### src/rtl/barrelshifter_pkg.sv
// barrelshifter_pkg: shared types, widths and op decode for barrelshifter_ctrl
// Optional feature macro: BARREL_ROTATE_EN (sll+srl with sra=0 becomes rotate-left)
package barrelshifter_pkg;
    typedef enum logic [2:0] {OP_NONE, OP_SRA, OP_SRL, OP_SLL, OP_ROL} shift_op_t;
    localparam int CHUNK_W = 5;
    localparam int SHAMT_W = 3;
`ifdef BARREL_ROTATE_EN
    localparam bit ROT_EN = 1'b1;
`else
    localparam bit ROT_EN = 1'b0;
`endif
    // Priority sra > srl > sll; the rotate combination only exists with the macro.
    function automatic shift_op_t decode_op(input logic sra, input logic srl, input logic sll);
        return sra ? OP_SRA : (srl && sll && ROT_EN) ? OP_ROL : srl ? OP_SRL : sll ? OP_SLL : OP_NONE;
    endfunction
endpackage

### src/rtl/barrelshifter_ctrl_btn_edge_sync.sv
// btn_edge_sync: STAGES-flop synchronizer followed by a rising-edge one-cycle pulse
// Ports: clk_i clock, rst_ni sync active-low reset, btn_i async button level, pulse_o 1-cycle pulse per 0->1
module btn_edge_sync #(
    parameter int STAGES = 2
) (
    input  logic clk_i,
    input  logic rst_ni,
    input  logic btn_i,
    output logic pulse_o
);
    logic [STAGES-1:0] sync_q, sync_d;
    logic              prev_q;
    assign sync_d  = STAGES'({sync_q, btn_i});
    assign pulse_o = sync_q[STAGES-1] & ~prev_q;
    always_ff @(posedge clk_i) begin
        if (!rst_ni) begin
            sync_q <= '0;
            prev_q <= 1'b0;
        end else begin
            sync_q <= sync_d;
            prev_q <= sync_q[STAGES-1];
        end
    end
endmodule

### src/rtl/barrelshifter_ctrl.sv
// barrelshifter_ctrl: button-driven operand register with 3-stage log barrel shifter
// Ports: clk, rst_n (sync active-low), number shift amount, sra/srl/sll op select,
//        data_in load chunk, input_a load button, input_b shift button, data_out low nibble
// Optional feature macro: BARREL_ROTATE_EN
module barrelshifter_ctrl
    import barrelshifter_pkg::*;
#(
    parameter int DATA_W      = 20,
    parameter int SYNC_STAGES = 2
) (
    input  logic               clk,
    input  logic               rst_n,
    input  logic [SHAMT_W-1:0] number,
    input  logic               sra,
    input  logic               srl,
    input  logic               sll,
    input  logic [CHUNK_W-1:0] data_in,
    input  logic               input_a,
    input  logic               input_b,
    output logic [3:0]         data_out
);
    logic                           load_p, shift_p;
    logic [DATA_W-1:0]              value_q, value_d;
    logic [SHAMT_W:0][DATA_W-1:0]   st;
    shift_op_t                      op;

    btn_edge_sync #(.STAGES(SYNC_STAGES)) u_sync_a (
        .clk_i  (clk),
        .rst_ni (rst_n),
        .btn_i  (input_a),
        .pulse_o(load_p)
    );

    btn_edge_sync #(.STAGES(SYNC_STAGES)) u_sync_b (
        .clk_i  (clk),
        .rst_ni (rst_n),
        .btn_i  (input_b),
        .pulse_o(shift_p)
    );

    assign op    = decode_op(sra, srl, sll);
    assign st[0] = value_q;

    // Stage i shifts by 2**i when number[i] is set.
    for (genvar i = 0; i < SHAMT_W; i++) begin : g_stage
        localparam int K = 1 << i;
        logic [DATA_W-1:0] x;
        assign x = st[i];
        assign st[i+1] = !number[i]   ? x :
                         op == OP_SRA ? {{K{x[DATA_W-1]}}, x[DATA_W-1:K]} :
                         op == OP_SRL ? {{K{1'b0}}, x[DATA_W-1:K]} :
                         op == OP_SLL ? {x[DATA_W-1-K:0], {K{1'b0}}} :
                         op == OP_ROL ? {x[DATA_W-1-K:0], x[DATA_W-1:DATA_W-K]} : x;
    end

    // Load wins over a coincident shift.
    assign value_d = load_p  ? {value_q[DATA_W-CHUNK_W-1:0], data_in} :
                     shift_p ? st[SHAMT_W] : value_q;

    always_ff @(posedge clk) begin
        if (!rst_n) value_q <= '0;
        else        value_q <= value_d;
    end

    assign data_out = value_q[3:0];
endmodule

### config.mk
export PLATFORM = sky130hd
export DESIGN_NAME = barrelshifter_ctrl
export DESIGN_NICKNAME = d
export VERILOG_FILES = /design/src/rtl/barrelshifter_pkg.sv /design/src/rtl/barrelshifter_ctrl_btn_edge_sync.sv /design/src/rtl/barrelshifter_ctrl.sv
export SDC_FILE = /design/constraint.sdc
export NUM_CORES = 1
export LEC_CHECK = 0
export ABC_AREA = 1
export CAP_MARGIN = 20
export CORE_MARGIN = 2
export CORE_UTILIZATION = 55
export DETAILED_ROUTE_END_ITERATION = 12
export PLACE_DENSITY = 0.75
export SYNTH_ARGS = -nofsm -noshare
export SYNTH_HDL_FRONTEND = slang
export SYNTH_SLANG_ARGS = --single-unit
### constraint.sdc
create_clock -name clk -period 2.1 [get_ports clk]
set_clock_uncertainty 0.15 [all_clocks]
set_input_delay 0.63 -clock clk [delete_from_list [all_inputs] [get_ports clk]]
set_output_delay 0.63 -clock clk [all_outputs]
set_load 0.05 [all_outputs]
* Yosys cells after proc, flatten, opt, wreduce, memory -nomap -nowiden
Index checks and enable logic that the tools add are counted.
** Operators by class
- Add/subtract/negate cells :: 0
- $mul :: 0
- Divide/modulo/power cells :: 0
- Order comparisons :: 0
- Eq/ne operators :: 4
- Shift-type cells :: 0
- Muxes and demuxes :: 20
- Bitwise logic cells :: 4
- Reductions and logical operators :: 1
** Operators by type and width (count)
- $mux 20 :: 17
- $mux 2 :: 3
- $eq 2x2->1 const B :: 2
- $eq 2x3->1 const B :: 1
- $and 1x1->1 :: 2
- $eq 2x1->1 const B :: 1
- $not 1->1 :: 2
- $reduce_bool 2->1 :: 1
** Storage, ports and cells
- Register bits after elaboration :: 26
- Latch bits :: 0
- RAM bits :: 0
- Bits in read-only memories :: 0
- Output and inout bits :: 4
- Memories kept :: 0

* Longest topological paths before layout
- Word-level depth :: 21
- Mapped depth :: 17
- Mapped depth without buffers :: 17

* Modules after synthesis
Synthesis repeated with hierarchy kept, for this count alone.
** Unflattened totals
- Cell total of the unflattened synthesis :: 419
- Area, all modules :: 2462.4 um^2
** Modules (own cells, without submodules)
- barrelshifter_ctrl :: instances 1, cells an instance 397, area each 2277.2 um^2
- btn_edge_sync :: instances 2, cells an instance 11, area each 92.6 um^2

* Worst setup path before layout
Ideal clock, no wire load.
- Kind :: input to register
- Start point :: input sra
- End point :: register value_q[8] (netlist: g_stage[0].x[8])
- Setup time :: 130 ps
- Arrival :: 1779 ps
- Setup slack :: 41 ps
- Cell stages on the path :: 14
- Buffers on the path :: 1
- Cells stage by stage :: inv_2 nand3_4 buf_6 nand2_2 o21a_1 nand2_1 nand2_1 nand3_1 nand3_1 nand2_1 nand2_1 nand2_1 a21oi_1 nor2_1
** Between the ends
- Longest elaborated chain between the ends :: 19
- Elaborated cells between the ends (all ways) :: 22
- Those cells by class :: eq/ne: 4; mux: 18
** Ends and longest elaborated chain
- start, declared :: line barrelshifter_ctrl.sv:14 : input logic sra,
- $mux 2 (*) :: line barrelshifter_pkg.sv:14 : return sra ? OP_SRA : (srl && sll && ROT_EN) ? OP_ROL : srl ? OP_SRL : sll ? OP_SLL : OP_NONE;
- $eq 2x3->1 :: line barrelshifter_ctrl.sv:53 : op == OP_ROL ? {x[DATA_W-1-K:0], x[DATA_W-1:DATA_W-K]} : x;
- $mux 20 :: line barrelshifter_ctrl.sv:53
- $mux 20 :: line barrelshifter_ctrl.sv:52 : op == OP_SLL ? {x[DATA_W-1-K:0], {K{1'b0}}} :
- $mux 20 :: line barrelshifter_ctrl.sv:51 : op == OP_SRL ? {{K{1'b0}}, x[DATA_W-1:K]} :
- $mux 20 :: line barrelshifter_ctrl.sv:50 : op == OP_SRA ? {{K{x[DATA_W-1]}}, x[DATA_W-1:K]} :
- $mux 20 :: line barrelshifter_ctrl.sv:49 : assign st[i+1] = !number[i] ? x :
- $mux 20 :: line barrelshifter_ctrl.sv:53
- (+3 left out)
- $mux 20 :: line barrelshifter_ctrl.sv:49
- $mux 20 :: line barrelshifter_ctrl.sv:53
- $mux 20 :: line barrelshifter_ctrl.sv:52
- $mux 20 :: line barrelshifter_ctrl.sv:51
- $mux 20 :: line barrelshifter_ctrl.sv:50
- $mux 20 (*) :: line barrelshifter_ctrl.sv:49
- $mux 20 (*) :: line barrelshifter_ctrl.sv:58 : shift_p ? st[SHAMT_W] : value_q;
- $mux 20 (*) :: line barrelshifter_ctrl.sv:57 : assign value_d = load_p ? {value_q[DATA_W-CHUNK_W-1:0], data_in} :
- end signal, assigned :: line barrelshifter_ctrl.sv:62 : else value_q <= value_d;
- end, declared :: line barrelshifter_ctrl.sv:23 : logic [DATA_W-1:0] value_q, value_d;
Mark *: on every way between the ends. The rest lies on a longest branch, timed or not. The select of a mux whose other input is x is not followed.
A chain may end at the register's enable or synchronous reset.

* Worst setup path in the final report
- Start point :: input sra
- End point :: register value_q[17] (netlist: g_stage[0].x[17])
Same word-level chain as after synthesis.

==> impl_metrics.json <==
{
  "path_cells": "buf_8 > inv_8 > nand3_4 > buf_12 > buf_16 > nand3_2 > nand2_1 > nand2_2 > nand3_2 > o21ai_1 > nand2_1 > o21ai_4 > nand2_1 > nand3b_1 > nand2_1 > a21oi_1",
  "critPathSlowestCell": "buf_12",
  "critPathTopFamily": "simple AND/OR/NAND/NOR gates",
  "synth-edff-count": 0,
  "worstPathArrival_ns": 2.28,
  "synth-xor-area-share_pct": 0,
  "start_kind": "primary input",
  "grt_pass1_wl_mm": 16.1,
  "synthSimpleGateAreaFrac_pct": 43.9,
  "cts_max_level": 1,
  "synthArstFlopShare_pct": 0,
  "final_max_slew_viol_count": 0,
  "p_total_uw": 1620,
  "layoutNonFillerInstCount": 600,
  "drt_iter0_drc": 524,
  "drv_cap": 0,
  "synth_mux_area_share_pct": 0,
  "clkLatencyLatePin_ns": 0.27,
  "synth_compound_area_share_pct": 22.1,
  "critPathBufInv": 4,
  "antennaDiodeCount": 0,
  "antenna_found_initial": 0,
  "p_leak_uw": 0.00182,
  "routedWlPerCell_um": 18.9,
  "dr_total_vias": 3744,
  "drc": 0,
  "start_util_pct": 56.4,
  "cp-end-kind": "flop",
  "gp_congestion": 1.02,
  "synth_top_family_by_area": "simple AND/OR/NAND/NOR gates",
  "core_area_um2": 4660,
  "cts-root-buf": "clkbuf_8",
  "wl_mm": 11.3,
  "synthTopCellsByArea": "nand2_1 (24%), dfxtp_1 (20%), nand3_1 (9.1%), inv_1 (6.6%), a21oi_1 (5.7%)",
  "grt_pass1_vias": 3334,
  "cts_tree": "done",
  "postRouteAntennaNets": 0,
  "overflow": 0,
  "die_h_um": 73.2,
  "die_x_um": 73.2,
  "grtUsageTotal_pct": 38.9,
  "fin_crit_ns": 2.23,
  "place_area_um2": 3220,
  "crit_type": "primary input to flop",
  "cts_buffers": 3,
  "fmax_mhz": 449,
  "critPathRequiredTime_ns": 2.15,
  "io_buffer_count": 18,
  "cp_max_fo": 6,
  "finalHoldViolCount": 0,
  "period_share_pct": 106,
  "slowest_delay_ns": 0.17,
  "ys_warn_count": 0,
  "powerDensity_nw_per_um2": 417,
  "grt_max_degree": 22,
  "fp.dieArea_um2": 5350,
  "num_rows": 25,
  "synth_fa_ha_area_share_pct": 0,
  "setup_violations": 14,
  "layout.nets": 563,
  "final_layout_size_suffix_gt1_share_pct": 37.4,
  "cts_buffer_depth": 2,
  "max_slew_margin_pct": 57.1,
  "setup_ws_ns": -0.129,
  "ys_types": 34,
  "synth_area_um2": 2630,
  "finalSetupTns_ns": -0.620,
  "irDropWorstVdd_mv": 0.404,
  "ff_latch_area_um2": 520,
  "syn_area_per_cell_um2": 5.69,
  "crit_top_cell": "nand2_1",
  "ios": 19,
  "post-place-ws_ns": -0.802,
  "yosysSeqAreaShare_pct": 19.8,
  "clk_pin_slew_ns": 0.09,
  "multi_input_area_um2": 2040,
  "clkSinkCount": 26,
  "synth_top_area_cell": "nand2_1",
  "worstMarginPinSlew_ns": 0.642,
  "routed_via_density": 6.24,
  "synth_fp_nets": 477,
  "holdCritPathClass": "flop to flop",
  "fillers": 325,
  "dp_cells": 571,
  "area_delta_synth_final_pct": 48.0,
  "design_area_um2": 3890,
  "grt_setup_unrepaired": "true",
  "hold_buffers": 0,
  "dp_hpwl_mm": 7.24,
  "first_pass_iters": 5,
  "dominantRegCellSynth": "dfxtp_1",
  "status": "finished with violations",
  "violations": "negative setup slack",
  "yosys_register_bits": 26,
  "synth_top_area_share_pct": 24.3,
  "synthCells": 462
}
-- cell type report --
cell class | instances | share of cell area [%]
Multi-Input combinational cell | 358 | 52.4
Timing Repair Buffer | 103 | 25.2
Sequential cell | 26 | 13.4
Inverter | 56 | 6.14
Tap cell | 54 | 1.74
Clock buffer | 3 | 1.06
-- per-stage QoR --
step | utilization, % | hold WS (ns)
2_1_floorplan | - | 0.240
3_3_place_gp | 69.2 | 0.250
3_5_place_dp | 69.2 | 0.260
4_1_cts | 77.3 | 0.280
5_1_grt | 83.5 | 0.312
6_report | 83.5 | 0.278
-- what timing repair did --
| item | in CTS | in global routing |
|---|---|---|
| resized for setup | 54 | 78 |
| endpoints found under the setup margin | 20 | 20 |
| setup buffers | 19 | 5 |
| pin swaps | 17 | 47 |
| gates cloned | 2 | 1 |
-- final timing paths --
path	to	slack, ns	depth (start not counted)	from
min	u_sync_a.sync_q[1]	0.28	2	u_sync_a.sync_q[0]
max reg2reg	g_stage[0].x[5]	0.13	8	u_sync_a.sync_q[1]
min reg2reg	u_sync_a.sync_q[1]	0.28	2	u_sync_a.sync_q[0]
max	g_stage[0].x[17]	-0.13	16	sra
-- routing by layer --
| metal | up-vias | global-route usage (%) | share of wire, % |
|---|---|---|---|
| li1 | 1675 | - | - |
| met1 | 1677 | 52.1 | 39 |
| met2 | 313 | 62.3 | 45 |
| met3 | 79 | 7.32 | 11 |
| met4 | 0 | 13.4 | 5.0 |
| met5 | - | 0 | 0 |
-- flip-flops by register name (all words and copies together) (netlist names) --
signal,count
u_sync_a.prev_q,1
u_sync_a.sync_q,2
u_sync_b.prev_q,1
u_sync_b.sync_q,2
g_stage.x,20
-- tightest hold or removal path, stage by stage, from the launching register on --
cell	delay (ns)
dfxtp_1	0.31
nand2_1	0.06
inv_1	0.03
-- Yosys cell counts, types with 2 or more instances --
master	instances
inv_1	46
a21oi_1	30
nand2_4	2
o22ai_2	7
nand3_2	2
o21ai_0	13
o211ai_1	6
dfxtp_1	26
inv_2	6
clkinv_1	2
o21bai_1	2
nand2_2	9
o221ai_1	4
buf_4	6
o21ai_1	11
buf_6	4
inv_4	2
clkbuf_1	6
nor2_1	24
nand2_1	170
nor2_2	3
o21ai_2	4
buf_2	6
nand4_1	3
nand3b_1	2
o22ai_1	10
a21oi_2	2
nand3_1	48
-- power breakdown --
group / total, uW / switching [uW] / internal, uW
combinational: 791 / 459 / 332
sequential: 549 / 33.0 / 516
clock: 283 / 154 / 129
total: 1620 / 646 / 977
-- layout by cell type, fill, tap and decap left out, drive strengths merged, types with 2 or more instances in the layout --
| master | count |
|---|---|
| nand3 | 51 |
| o22ai | 17 |
| nand2 | 182 |
| nand4 | 3 |
| a21oi | 32 |
| inv | 53 |
| clkinv | 2 |
| o221ai | 4 |
| o211ai | 6 |
| o21ai | 28 |
| nor2 | 28 |
| clkbuf | 4 |
| buf | 92 |
| o21bai | 2 |
| clkdlybuf4s50 | 9 |
| nand3b | 2 |
| dfxtp | 26 |
-- cell families after synthesis --
logic type,count (synthesis)
flops,26
compound gates,91
buf+inv,79
simple gates,266
(Power assumes the default switching activity.)
